File: config.mk
export PLATFORM = sky130hd
export DESIGN_NAME = operate_scheduler
export DESIGN_NICKNAME = d
export VERILOG_FILES = /design/src/rtl/operate_scheduler.sv
export SDC_FILE = /design/constraint.sdc
export NUM_CORES = 1
export LEC_CHECK = 0
export BUFFER_PORTS_ARGS = -buffer_cell sky130_fd_sc_hd__buf_2
export CELL_PAD_IN_SITES_DETAIL_PLACEMENT = 2
export CELL_PAD_IN_SITES_GLOBAL_PLACEMENT = 2
export CORE_UTILIZATION = 36
export DETAILED_ROUTE_END_ITERATION = 16
export GPL_ROUTABILITY_DRIVEN = 0
export PLACE_DENSITY_LB_ADDON = 0.1
export SYNTH_ARGS = -nofsm -noshare
export SYNTH_HDL_FRONTEND = slang
export SYNTH_SLANG_ARGS = --single-unit
File: constraint.sdc
create_clock -name clk -period 3.9 [get_ports clk]
set_input_delay 0.39 -clock clk [delete_from_list [all_inputs] [get_ports clk]]
set_output_delay 0.39 -clock clk [all_outputs]
set_load 0.05 [all_outputs]
File: src/rtl/operate_scheduler.sv
// operate_scheduler
// Arbitrates manual and script operate requests round-robin, checks each
// command against player/target status and per-machine item counts, sends
// the operate code to the transmitter and waits for the game's feedback.
// Item counts change only when the game confirms a command.
// Optional build macro: OPERATE_RETRY_EN -- resend the same command up to
// two more times on negative feedback or timeout before reporting an error.
//
// state   | meaning
// --------+-----------------------------------------------------------
// S_IDLE  | waiting for a request; grants one and latches op/target
// S_CHECK | one-cycle legality check (reject / ignore / go send)
// S_SEND  | TxValid high, TxData held until TxReady is seen
// S_WAIT  | waiting for game feedback, timeout down-counter running
module operate_scheduler #(
  parameter int MAX_ITEM_NUM   = 3,
  parameter int TIMEOUT_CYCLES = 1000000,
  parameter int CNT_W          = 20
) (
  input  logic       clk,
  input  logic       rst,
  input  logic       ManualValid,
  output logic       ManualReady,
  input  logic [7:0] ManualOperate,
  input  logic [4:0] ManualTarget,
  input  logic       ScriptValid,
  output logic       ScriptReady,
  input  logic [7:0] ScriptOperate,
  input  logic [4:0] ScriptTarget,
  input  logic       InFrontOfTarget,
  input  logic       HasItemInHand,
  input  logic       TargetHasItem,
  output logic       TxValid,
  input  logic       TxReady,
  output logic [7:0] TxData,
  input  logic       FeedbackValid,
  input  logic       FeedbackOk,
  output logic       Busy,
  output logic       DonePulse,
  output logic       RejectPulse,
  output logic       ErrorPulse,
  input  logic [4:0] QueryAddr,
  output logic [3:0] QueryCount
);

  typedef enum logic [1:0] {S_IDLE, S_CHECK, S_SEND, S_WAIT} state_t;

  localparam logic [3:0]       MAX_C    = 4'(MAX_ITEM_NUM);
  localparam logic [CNT_W-1:0] TMO_LOAD = CNT_W'(TIMEOUT_CYCLES - 1);
  localparam logic [2:0]       WB_SLOT  = 3'd5;
  localparam logic [2:0]       NO_SLOT  = 3'd7;

  // Only tables (slots 0..4) and the workbench (slot 5) keep a count.
  function automatic logic [2:0] slot_of(input logic [4:0] t);
    case (t)
      5'd9:    slot_of = 3'd0;
      5'd11:   slot_of = 3'd1;
      5'd14:   slot_of = 3'd2;
      5'd17:   slot_of = 3'd3;
      5'd19:   slot_of = 3'd4;
      5'd15:   slot_of = WB_SLOT;
      default: slot_of = NO_SLOT;
    endcase
  endfunction

  state_t           state_q, state_d;
  logic             rr_q, rr_d;      // 1: script has priority on a tie
  logic [7:0]       op_q, op_d;
  logic [4:0]       tgt_q, tgt_d;
  logic [CNT_W-1:0] tmr_q, tmr_d;
  logic [3:0]       cnt_q [6];
  logic [3:0]       cnt_d [6];
`ifdef OPERATE_RETRY_EN
  logic [1:0]       retry_q, retry_d;
`endif

  logic [4:0] kind;
  logic       is_get, is_put, is_interact, is_move, is_throw, is_ignore;
  logic       kind_ok, tgt_bad, is_crate, is_mill;
  logic [2:0] cur_slot, q_slot;
  logic       cur_table, cur_wb;
  logic [3:0] cur_cnt;
  logic       illegal, fail;

  assign kind        = op_q[6:2];
  assign is_get      = (kind == 5'b00001);
  assign is_put      = (kind == 5'b00010);
  assign is_interact = (kind == 5'b00100);
  assign is_move     = (kind == 5'b01000);
  assign is_throw    = (kind == 5'b10000);
  assign is_ignore   = (kind == 5'b00000);
  assign kind_ok     = is_get | is_put | is_interact | is_move | is_throw;

  assign tgt_bad  = (tgt_q == 5'd0) || (tgt_q > 5'd20);
  assign is_crate = (tgt_q >= 5'd1) && (tgt_q <= 5'd6);
  assign is_mill  = (tgt_q == 5'd7) || (tgt_q == 5'd8);

  assign cur_slot  = slot_of(tgt_q);
  assign cur_table = (cur_slot < WB_SLOT);
  assign cur_wb    = (cur_slot == WB_SLOT);
  assign cur_cnt   = (cur_slot != NO_SLOT) ? cnt_q[cur_slot] : 4'd0;

  assign q_slot     = slot_of(QueryAddr);
  assign QueryCount = (q_slot != NO_SLOT) ? cnt_q[q_slot] : 4'd0;

  assign TxData = op_q;
  assign Busy   = (state_q != S_IDLE);

  // Legality of the latched command against live status and counts.
  always_comb begin
    illegal = 1'b0;
    if (!kind_ok)                                 illegal = 1'b1;
    if (!is_move && !InFrontOfTarget)             illegal = 1'b1;
    if (is_put && !HasItemInHand)                 illegal = 1'b1;
    if (is_get && (HasItemInHand || !TargetHasItem)) illegal = 1'b1;
    if (!is_move && tgt_bad)                      illegal = 1'b1;
    if (is_crate && (is_put || is_throw))         illegal = 1'b1;
    if (is_mill && is_throw)                      illegal = 1'b1;
    if (cur_table && ((is_get && cur_cnt == 4'd0) ||
                      ((is_put || is_throw) && cur_cnt >= MAX_C)))
      illegal = 1'b1;
    if (cur_wb && ((is_get && cur_cnt == 4'd0) || (is_put && cur_cnt >= MAX_C)))
      illegal = 1'b1;
  end

  // Next-state, grant, commit and pulse outputs.
  always_comb begin
    state_d = state_q;
    rr_d    = rr_q;
    op_d    = op_q;
    tgt_d   = tgt_q;
    tmr_d   = tmr_q;
    for (int i = 0; i < 6; i++) cnt_d[i] = cnt_q[i];
`ifdef OPERATE_RETRY_EN
    retry_d = retry_q;
`endif
    ManualReady = 1'b0;
    ScriptReady = 1'b0;
    TxValid     = 1'b0;
    DonePulse   = 1'b0;
    RejectPulse = 1'b0;
    ErrorPulse  = 1'b0;
    fail        = 1'b0;

    case (state_q)
      S_IDLE: begin
        if (ManualValid && (!ScriptValid || !rr_q)) begin
          ManualReady = 1'b1;
          op_d        = ManualOperate;
          tgt_d       = ManualTarget;
          rr_d        = 1'b1;
          state_d     = S_CHECK;
`ifdef OPERATE_RETRY_EN
          retry_d     = 2'd0;
`endif
        end else if (ScriptValid) begin
          ScriptReady = 1'b1;
          op_d        = ScriptOperate;
          tgt_d       = ScriptTarget;
          rr_d        = 1'b0;
          state_d     = S_CHECK;
`ifdef OPERATE_RETRY_EN
          retry_d     = 2'd0;
`endif
        end
      end
      S_CHECK: begin
        if (is_ignore) begin
          DonePulse = 1'b1;
          state_d   = S_IDLE;
        end else if (illegal) begin
          RejectPulse = 1'b1;
          state_d     = S_IDLE;
        end else begin
          state_d = S_SEND;
        end
      end
      S_SEND: begin
        TxValid = 1'b1;
        if (TxReady) begin
          tmr_d   = TMO_LOAD;
          state_d = S_WAIT;
        end
      end
      S_WAIT: begin
        if (FeedbackValid) begin
          if (FeedbackOk) begin
            if (cur_slot != NO_SLOT) begin
              if (is_get && cur_cnt != 4'd0)
                cnt_d[cur_slot] = cur_cnt - 4'd1;
              else if ((is_put || (is_throw && cur_table)) && cur_cnt < MAX_C)
                cnt_d[cur_slot] = cur_cnt + 4'd1;
            end
            DonePulse = 1'b1;
            state_d   = S_IDLE;
          end else begin
            fail = 1'b1;
          end
        end else if (tmr_q == '0) begin
          fail = 1'b1;
        end else begin
          tmr_d = tmr_q - 1'b1;
        end
        if (fail) begin
`ifdef OPERATE_RETRY_EN
          if (retry_q != 2'd2) begin
            retry_d = retry_q + 2'd1;
            state_d = S_SEND;
          end else begin
            ErrorPulse = 1'b1;
            state_d    = S_IDLE;
          end
`else
          ErrorPulse = 1'b1;
          state_d    = S_IDLE;
`endif
        end
      end
      default: state_d = S_IDLE;
    endcase
  end

  // State, latched command, timer and count registers.
  always_ff @(posedge clk or posedge rst) begin
    if (rst) begin
      state_q <= S_IDLE;
      rr_q    <= 1'b0;
      op_q    <= 8'b0000_0010;
      tgt_q   <= '0;
      tmr_q   <= '0;
      for (int i = 0; i < 6; i++) cnt_q[i] <= '0;
`ifdef OPERATE_RETRY_EN
      retry_q <= '0;
`endif
    end else begin
      state_q <= state_d;
      rr_q    <= rr_d;
      op_q    <= op_d;
      tgt_q   <= tgt_d;
      tmr_q   <= tmr_d;
      for (int i = 0; i < 6; i++) cnt_q[i] <= cnt_d[i];
`ifdef OPERATE_RETRY_EN
      retry_q <= retry_d;
`endif
    end
  end

endmodule

==> flow_summary.html, run 1 <==
<table>
<tr><th>Metric</th><th>Value</th></tr>
<tr><th colspan="2">Synth</th></tr>
<tr><td>Yosys warning count</td><td>0</td></tr>
<tr><td>Portion of netlist area occupied by mux cells</td><td>between 10% and 20%</td></tr>
<tr><td>Seq cells post-synth</td><td>60</td></tr>
<tr><td>Compound-Gate Fraction of Synth Area</td><td>about 17%</td></tr>
<tr><td>Post-synth top flop</td><td>dfrtp_1</td></tr>
<tr><td>Sequential share of the synthesized area</td><td>between 30 and 40%</td></tr>
<tr><td>Fraction of registers with async set or reset after synthesis</td><td>100%</td></tr>
<tr><td>Synthesized netlist net count</td><td>approximately 450</td></tr>
<tr><td>Post-synthesis cell type count</td><td>70</td></tr>
<tr><td>Mean Syn Cell Area</td><td>9.59 µm²</td></tr>
<tr><td>Number of enable flip-flop cells after synthesis</td><td>0</td></tr>
<tr><td>Post-synthesis instance total</td><td>between 400 and 500</td></tr>
<tr><td>Share of synthesized cell area in full adder, half adder and majority cells</td><td>less than 1%</td></tr>
<tr><td>Dominant combinational cell family by area after synthesis</td><td>simple AND/OR/NAND/NOR gates</td></tr>
<tr><td>Area share of and/or/nand/nor cells after synthesis</td><td>between 20% and 30%</td></tr>
<tr><td>Netlist Area Pre-Place</td><td>between 3000 and 4000 µm²</td></tr>
<tr><td>Post-Synth XOR/XNOR Area</td><td>under 10%</td></tr>
<tr><th colspan="2">Clock network</th></tr>
<tr><td>Number of hold buffers added after cts</td><td>0</td></tr>
<tr><td>CTS HTree Levels</td><td>3</td></tr>
<tr><td>Buffers from clock root to sink, at most</td><td>2</td></tr>
<tr><td>CTS tree</td><td>yes</td></tr>
<tr><td>Post-CTS clock slew at the launch and capture registers of the worst setup and hold paths</td><td>70 ps</td></tr>
<tr><td>Num Clock Sinks</td><td>60</td></tr>
<tr><td>Root buf cell</td><td>clkbuf_8</td></tr>
<tr><td>Clock insertion delay at the later pin of the skew report</td><td>between 300 and 400 ps</td></tr>
<tr><td>Number of buffers inserted during clock tree synthesis</td><td>9</td></tr>
<tr><th colspan="2">Floorplanning</th></tr>
<tr><td>Total Die Area</td><td>~11,000 µm²</td></tr>
<tr><td>IO Pins</td><td>60</td></tr>
<tr><td>Initial cell density of the core</td><td>between 30 and 40%</td></tr>
<tr><td>Core Box Area</td><td>between 10,000 and 15,000 µm²</td></tr>
<tr><td>Standard-cell rows</td><td>37</td></tr>
<tr><td>Vertical die dimension</td><td>between 100 and 150 µm</td></tr>
<tr><td>X dimension of the die</td><td>between 100 and 150 µm</td></tr>
<tr><th colspan="2">Layout</th></tr>
<tr><td>Antenna Diode Count</td><td>0</td></tr>
<tr><td>Number of nets in the final layout</td><td>roughly 530</td></tr>
<tr><td>Proportion of layout cells with a drive suffix above 1</td><td>around 34%</td></tr>
<tr><td>Total non-filler cell area in the finished layout</td><td>about 4800 µm²</td></tr>
<tr><td>Layout area overhead</td><td>24.3%</td></tr>
<tr><th colspan="2">Placed design</th></tr>
<tr><td>Placement Cell Area</td><td>roughly 4400 µm²</td></tr>
<tr><td>Detailed-placement wirelength estimate</td><td>approximately 9000 µm</td></tr>
<tr><td>I/O Buffers</td><td>59</td></tr>
<tr><th colspan="2">Flow run</th></tr>
<tr><td>Max Cap Viol</td><td>0</td></tr>
<tr><th colspan="2">Power</th></tr>
<tr><td>Worst ir drop on vdd</td><td>0.344 mV</td></tr>
<tr><td>Leakage power total</td><td>about 0.0022 µW</td></tr>
<tr><td>Overall power after layout</td><td>roughly 3100 µW</td></tr>
<tr><td>Pwr Density</td><td>644 nW/µm²</td></tr>
<tr><th colspan="2">Setup path</th></tr>
<tr><td>Type of the setup path with the least slack</td><td>reg -&gt; out</td></tr>
<tr><td>R2r setup slk</td><td>between 200 and 250 ps</td></tr>
<tr><td>Endpoint class of the critical path</td><td>primary output</td></tr>
<tr><td>FF-to-FF End</td><td>cnt_q[21]</td></tr>
<tr><td>Critical Path AT</td><td>roughly 3500 ps</td></tr>
<tr><td>Max FO, Critical Path</td><td>10</td></tr>
<tr><td>Required time reported for the critical path endpoint</td><td>between 3000 and 4000 ps</td></tr>
<tr><td>Startpoint Class</td><td>flip-flop</td></tr>
<tr><td>R2r startpoint</td><td>tgt_q[4]</td></tr>
<tr><td>Register-to-Register Path Depth</td><td>13</td></tr>
<tr><th colspan="2">Detailed routing</th></tr>
<tr><td>Number of DRC violations after detailed routing</td><td>0</td></tr>
<tr><td>Number of iterations in the first detailed-routing pass</td><td>4</td></tr>
<tr><td>Total Routed Length</td><td>12,200 µm</td></tr>
<tr><td>Drt wl/cell</td><td>roughly 20 µm</td></tr>
<tr><td>Via count</td><td>~3,500</td></tr>
<tr><td>Remaining antenna violation count after routing</td><td>0</td></tr>
<tr><td>Average via count per standard cell</td><td>5.68</td></tr>
<tr><td>Initial drt markers</td><td>164</td></tr>
<tr><th colspan="2">STA</th></tr>
<tr><td>Min Tclk post-route</td><td>between 3000 and 4000 ps</td></tr>
<tr><td>Hold Fails Final Rpt</td><td>0</td></tr>
<tr><td>Least-Margin Pin Slew</td><td>920 ps</td></tr>
<tr><td>Setup violation total in the final timing report</td><td>0</td></tr>
<tr><td>Peak Freq</td><td>about 260 MHz</td></tr>
<tr><td>Worst setup skew after layout</td><td>roughly 7 ps</td></tr>
<tr><td>RSZ-0062 raised after global routing</td><td>true</td></tr>
<tr><td>Final Cycle Share</td><td>~99%</td></tr>
<tr><td>Max-slew violation total from the final report</td><td>0</td></tr>
<tr><td>Max-slew headroom</td><td>38.3%</td></tr>
<tr><th colspan="2">Status</th></tr>
<tr><td>Status</td><td>complete, no violations</td></tr>
<tr><th colspan="2">Global routing</th></tr>
<tr><td>Overflow left after global routing</td><td>0</td></tr>
<tr><td>Global Route Usage Sum</td><td>roughly 23%</td></tr>
<tr><td>Vias in the first global route</td><td>approximately 3,700</td></tr>
<tr><td>Initial antenna violation count</td><td>0</td></tr>
<tr><td>Pin count of the biggest net entering global routing</td><td>38</td></tr>
<tr><td>Wire length of the first global-routing pass</td><td>roughly 20,000 µm</td></tr>
<tr><th colspan="2">Hold path</th></tr>
<tr><td>Worst hold-check path type</td><td>in -&gt; async</td></tr>
</table>
-- worst max path at each step --
stage / start / endpoint / slack, ps / depth (start not counted)
2_1_floorplan: tgt_q[2] / RejectPulse / 100 / 11
3_3_place_gp: tgt_q[3] / RejectPulse / 270 / 12
3_5_place_dp: tgt_q[3] / RejectPulse / 110 / 13
4_1_cts: tgt_q[2] / RejectPulse / 6 / 12
5_1_grt: tgt_q[3] / RejectPulse / -70 / 11
6_report: tgt_q[4] / RejectPulse / 50 / 12
-- layer usage --
layer	vias up	share of wire (%)	GRT usage, %	wire (µm)
li1	1659	-	-	-
met4	0	2.4	8.85	299
met3	23	4.5	4.21	544
met5	-	0	0	0
met2	90	50	39.1	6090
met1	1769	43	28.5	5290
-- cell type report --
type,instances,area (µm²)
sequential,60,1510
timing repair buffer,86,512
fill,1150,5580
clock inverter,1,30.0
tap,136,170
clock buffer,13,179
multi-input combinational,315,2350
inverter,12,45.0
-- worst max-delay path, cell delays in order (launching register included) --
cell	delay (ps)
dfrtp_2	440
buf_4	210
and3b_1	300
and3_1	240
a311o_1	310
a31oi_4	220
ha_4	170
nand2_2	50
or4_4	560
o221ai_4	200
nor2_2	70
nor3_2	160
buf_6	190
-- cell usage after synthesis (2+ instances only) --
master	number	share of area, %
nand2_1	30	2.9
nor4_1	4	0.65
or4_1	6	1.2
nor2b_1	7	1.1
nand3_2	3	0.78
inv_1	12	1.2
o21ai_0	16	2.1
xnor2_1	9	2.0
mux2i_1	17	4.4
or3_1	12	1.9
a221o_1	2	0.52
nand4b_1	3	0.68
and2_1	4	0.65
a31oi_1	5	0.81
a22o_1	4	0.91
o31ai_1	3	0.58
buf_1	2	0.19
mux4_2	4	2.3
nand4_1	2	0.32
nor2_1	39	3.8
nor4b_1	2	0.45
a211oi_1	2	0.39
a21o_1	2	0.39
xor2_1	4	0.91
mux2_2	27	7.9
o21a_1	4	0.78
dfrtp_1	59	38
buf_2	2	0.26
a21oi_1	28	3.6
and3b_1	2	0.45
nand2b_1	4	0.65
clkbuf_1	9	0.88
nand3_1	7	0.91
nor3_1	14	1.8
o211ai_1	4	0.78
a21boi_0	2	0.39
and3_1	4	0.65
nor3b_1	5	0.97
ha_1	3	0.97
nand4_2	2	0.65
o22ai_1	3	0.49
-- placed cells by master (no fill, tap or decap), types with 3 or more instances in the layout --
cell | netlist | routed
a31oi_1 | 5 | 5
dfrtp_2 | 0 | 4
nand2b_1 | 4 | 4
a22o_1 | 4 | 4
xor2_1 | 4 | 4
buf_6 | 0 | 3
o21a_1 | 4 | 4
or4_1 | 6 | 5
or3_1 | 12 | 12
nor3b_1 | 5 | 4
nand3_1 | 7 | 7
o211ai_1 | 4 | 4
nor4_1 | 4 | 4
mux2_2 | 27 | 27
nor2b_1 | 7 | 7
and3_1 | 4 | 4
a21oi_1 | 28 | 28
and2_1 | 4 | 4
nor3_1 | 14 | 13
mux2i_1 | 17 | 16
nor2_1 | 39 | 38
xnor2_1 | 9 | 9
nand3_2 | 3 | 3
inv_1 | 12 | 11
nand4b_1 | 3 | 3
clkbuf_8 | 0 | 13
buf_4 | 1 | 25
buf_2 | 2 | 58
o21ai_0 | 16 | 16
dfrtp_1 | 59 | 55
o31ai_1 | 3 | 3
nand2_1 | 30 | 28
mux4_2 | 4 | 4
-- logic make-up (layout without fill, tap and decap cells) --
group,Yosys count,after routing
compound gates,93,93
xor+xnor,13,13
flops,60,60
buf+inv,27,112
fa+ha+maj,3,3
mux,48,48
simple gates,158,158
-- report_power, final --
part / leakage (µW) / switching (µW) / internal [µW]
logic: 0.00133 / 939 / 541
clock network: 0.000108 / 241 / 358
registers: 0.000758 / 212 / 794
-- what timing repair did --
item                       CTS  global route
gates cloned                 0             0
pin swaps                    3             9
setup endpoints to repair    1             1
buffers inserted             6             7
resized for setup           13            12
-- stage by stage --
| stage | TNS [ps] | utilization [%] | hold slack (ps) | instances | setup WS (ps) |
|---|---|---|---|---|---|
| 6_report | 0 | 46.2 | 209 | 623 | 53.7 |
| 3_3_place_gp | 0 | 42.1 | 489 | 596 | 269 |
| 5_1_grt | -67.6 | 46.2 | 281 | 623 | -67.6 |
| 3_5_place_dp | 0 | 42.1 | 499 | 596 | 109 |
| 2_1_floorplan | 0 | - | 450 | 402 | 96.7 |
| 4_1_cts | 0 | 45.1 | 238 | 616 | 5.97 |
No activity file was read; power rests on OpenSTA's default activity.
==> run 2: changes to the inputs <==
RECOVER_POWER = 100   (was default)
SLEW_MARGIN = 0   (was default)
==> flow_summary.html, run 2 (synthesized netlist as in run 1, its figures left out) <==
<table>
<tr><th>Metric</th><th>Value</th></tr>
<tr><th colspan="2">Floorplanning</th></tr>
<tr><td>Standard-cell rows</td><td>37 (unchanged)</td></tr>
<tr><td>Initial cell density of the core</td><td>37.2% (unchanged)</td></tr>
<tr><td>Total Die Area</td><td>11,100 µm² (unchanged)</td></tr>
<tr><td>Vertical die dimension</td><td>105 µm (unchanged)</td></tr>
<tr><td>X dimension of the die</td><td>105 µm (unchanged)</td></tr>
<tr><td>IO Pins</td><td>60 (unchanged)</td></tr>
<tr><td>Core Box Area</td><td>10,400 µm² (unchanged)</td></tr>
<tr><th colspan="2">STA</th></tr>
<tr><td>Hold Fails Final Rpt</td><td>0 (unchanged)</td></tr>
<tr><td>Setup violation total in the final timing report</td><td>0 (unchanged)</td></tr>
<tr><td>Min Tclk post-route</td><td>3850 ps (+5.13 ps)</td></tr>
<tr><td>Final Cycle Share</td><td>98.8% (+0.13 points)</td></tr>
<tr><td>Least-Margin Pin Slew</td><td>2350 ps (+1430 ps)</td></tr>
<tr><td>RSZ-0062 raised after global routing</td><td>true</td></tr>
<tr><td>Peak Freq</td><td>260 MHz (-0.13%)</td></tr>
<tr><td>Max-slew violation total from the final report</td><td>54 (+54)</td></tr>
<tr><td>Worst hold slack</td><td>280 ps (+71.5 ps)</td></tr>
<tr><td>Max-slew headroom</td><td>-58.1% (-96 points)</td></tr>
<tr><td>Worst setup skew after layout</td><td>7.30 ps (+0.267 ps)</td></tr>
<tr><th colspan="2">Hold path</th></tr>
<tr><td>Startpoint of the tightest hold check path</td><td>ScriptValid</td></tr>
<tr><td>Sink of the worst hold path</td><td>rr_q</td></tr>
<tr><td>Number of cells traversed by the worst hold path</td><td>2</td></tr>
<tr><td>Worst hold-check path type</td><td>in -&gt; reg</td></tr>
<tr><th colspan="2">Global routing</th></tr>
<tr><td>Overflow left after global routing</td><td>0 (unchanged)</td></tr>
<tr><td>Pin count of the biggest net entering global routing</td><td>38 (unchanged)</td></tr>
<tr><td>Initial antenna violation count</td><td>0 (unchanged)</td></tr>
<tr><td>Vias in the first global route</td><td>3,675 (unchanged)</td></tr>
<tr><td>Global Route Usage Sum</td><td>22.9% (unchanged)</td></tr>
<tr><td>Wire length of the first global-routing pass</td><td>19,800 µm (unchanged)</td></tr>
<tr><th colspan="2">Setup path</th></tr>
<tr><td>Required time reported for the critical path endpoint</td><td>3510 ps (about the same)</td></tr>
<tr><td>Startpoint Class</td><td>flip-flop</td></tr>
<tr><td>Register-to-Register Path Depth</td><td>13 (unchanged)</td></tr>
<tr><td>R2r setup slk</td><td>220 ps (about the same)</td></tr>
<tr><td>Max FO, Critical Path</td><td>10 (unchanged)</td></tr>
<tr><td>Critical Path AT</td><td>3460 ps (about the same)</td></tr>
<tr><td>Type of the setup path with the least slack</td><td>reg -&gt; out</td></tr>
<tr><td>FF-to-FF End</td><td>cnt_q[22]</td></tr>
<tr><td>Endpoint class of the critical path</td><td>primary output</td></tr>
<tr><td>R2r startpoint</td><td>tgt_q[4]</td></tr>
<tr><th colspan="2">Clock network</th></tr>
<tr><td>Num Clock Sinks</td><td>60 (unchanged)</td></tr>
<tr><td>Clock insertion delay at the later pin of the skew report</td><td>340 ps (about the same)</td></tr>
<tr><td>Post-CTS clock slew at the launch and capture registers of the worst setup and hold paths</td><td>60 ps (about the same)</td></tr>
<tr><td>CTS HTree Levels</td><td>3 (unchanged)</td></tr>
<tr><td>CTS tree</td><td>yes</td></tr>
<tr><td>Root buf cell</td><td>clkbuf_8</td></tr>
<tr><td>Number of buffers inserted during clock tree synthesis</td><td>9 (unchanged)</td></tr>
<tr><td>Buffers from clock root to sink, at most</td><td>2 (unchanged)</td></tr>
<tr><td>Number of hold buffers added after cts</td><td>0 (unchanged)</td></tr>
<tr><th colspan="2">Power</th></tr>
<tr><td>Net switching share of the total power</td><td>45.3% (+0.21 points)</td></tr>
<tr><td>Overall power after layout</td><td>3070 µW (-0.58%)</td></tr>
<tr><td>Leakage power total</td><td>0.00216 µW (-1.7%)</td></tr>
<tr><td>Worst ir drop on vdd</td><td>0.333 mV (-3.1%)</td></tr>
<tr><td>Clock network fraction of total power</td><td>19.5% (about the same)</td></tr>
<tr><td>Logic pwr share</td><td>47.7% (-0.3 points)</td></tr>
<tr><td>Net switching power figure</td><td>1390 µW (-0.12%)</td></tr>
<tr><td>Proportion of power drawn by flip-flops and latches</td><td>32.8% (+0.2 points)</td></tr>
<tr><td>Internal cell power</td><td>1680 µW (-0.96%)</td></tr>
<tr><td>Pwr Density</td><td>644 nW/µm² (about the same)</td></tr>
<tr><th colspan="2">Detailed routing</th></tr>
<tr><td>Highest metal layer with signal wires</td><td>met4</td></tr>
<tr><td>Initial drt markers</td><td>159 (-3.0%)</td></tr>
<tr><td>Drt wl/cell</td><td>19.6 µm (about the same)</td></tr>
<tr><td>Total Routed Length</td><td>12,200 µm (about the same)</td></tr>
<tr><td>Via count</td><td>3,521 (-0.56%)</td></tr>
<tr><td>Number of iterations in the first detailed-routing pass</td><td>4 (unchanged)</td></tr>
<tr><td>Met1 layer wirelength in the final routing</td><td>5310 µm (+0.32%)</td></tr>
<tr><td>Number of DRC violations after detailed routing</td><td>0 (unchanged)</td></tr>
<tr><td>Met3 routed wirelength</td><td>506 µm (-7.0%)</td></tr>
<tr><td>Average via count per standard cell</td><td>5.65 (-0.56%)</td></tr>
<tr><td>Remaining antenna violation count after routing</td><td>0 (unchanged)</td></tr>
<tr><td>WL met2</td><td>6120 µm (+0.49%)</td></tr>
<tr><th colspan="2">Placed design</th></tr>
<tr><td>I/O Buffers</td><td>59 (unchanged)</td></tr>
<tr><td>Detailed-placement wirelength estimate</td><td>8760 µm (unchanged)</td></tr>
<tr><td>Placement Cell Area</td><td>4370 µm² (unchanged)</td></tr>
<tr><th colspan="2">Layout</th></tr>
<tr><td>Number of nets in the final layout</td><td>528 (unchanged)</td></tr>
<tr><td>Proportion of layout cells with a drive suffix above 1</td><td>30.6% (-3.1 points)</td></tr>
<tr><td>Layout area overhead</td><td>23.6%</td></tr>
<tr><td>Post-route core utilization</td><td>45.9% (-0.24 points)</td></tr>
<tr><td>Most common cell after layout, fill and taps aside</td><td>dfrtp_1</td></tr>
<tr><td>Total non-filler cell area in the finished layout</td><td>4760 µm² (-0.52%)</td></tr>
<tr><td>Antenna Diode Count</td><td>0 (unchanged)</td></tr>
<tr><td>Leading cell types in the layout, fill and taps excluded</td><td>dfrtp_1 (55), buf_2 (47), nor2_1 (38)</td></tr>
<tr><th colspan="2">Status</th></tr>
<tr><td>Violated checks</td><td>max-capacitance violations, max-slew violations</td></tr>
<tr><td>Status</td><td>complete, but fails checks</td></tr>
<tr><th colspan="2">Flow run</th></tr>
<tr><td>Max Cap Viol</td><td>2 (+2)</td></tr>
</table>
run 2: critical path, stage by stage, from the launching register on:
cell and delay, ps:
dfrtp_2 440, buf_4 210, and3b_1 300, and3_1 240, a311o_1 310, a31oi_4 210
ha_4 170, nand2_2 50, or4_4 560, o221ai_4 200, nor2_2 70, nor3_2 160
buf_6 190
run 2: metal layers:
layer | up-vias | GRT usage [%]
met5 | - | 0
met4 | 0 | 8.85
met3 | 20 | 4.21
met2 | 86 | 39.1
met1 | 1761 | 28.5
li1 | 1654 | -
run 2: repair_timing:
action / in CTS / in global routing
pin swaps: 3 / 9
hold endpoints to repair: 0 / 0
gates cloned: 0 / 0
resized for setup: 13 / 12
endpoints found under the setup margin: 1 / 1
buffers inserted: 6 / 7
run 2: area by class of cell:
cell class                 instances  area (µm²)
timing repair buffer              86         490
clock buffer                      13         179
multi-input combinational        315        2340
tap                              136         170
clock inverter                     1        30.0
fill                            1156        5610
sequential                        60        1510
inverter                          12        45.0
run 2: how the worst max path moves through the flow:
| stage | startpoint | end | slack (ps) |
|---|---|---|---|
| floorplan | tgt_q[2] | RejectPulse | 100 |
| global placement | tgt_q[3] | RejectPulse | 270 |
| detailed placement | tgt_q[3] | RejectPulse | 110 |
| global route | tgt_q[3] | RejectPulse | -70 |
| CTS | tgt_q[2] | RejectPulse | 6 |
| finish | tgt_q[4] | RejectPulse | 50 |
run 2: power by group through the flow:
stage	combinational, µW	sequential, µW	clock [µW]
2_1_floorplan	877	1070	0
3_3_place_gp	1290	996	0
3_5_place_dp	1330	1010	0
4_1_cts	1400	1000	614
5_1_grt	1590	1050	637
6_report	1460	1010	599
run 2: metrics by stage:
stage	setup TNS, ps	setup WS [ps]	instances
detailed placement	0	109	596
floorplan	0	96.7	402
global placement	0	269	596
CTS	0	5.97	616
finish	0	48.6	623
global route	-67.6	-67.6	623
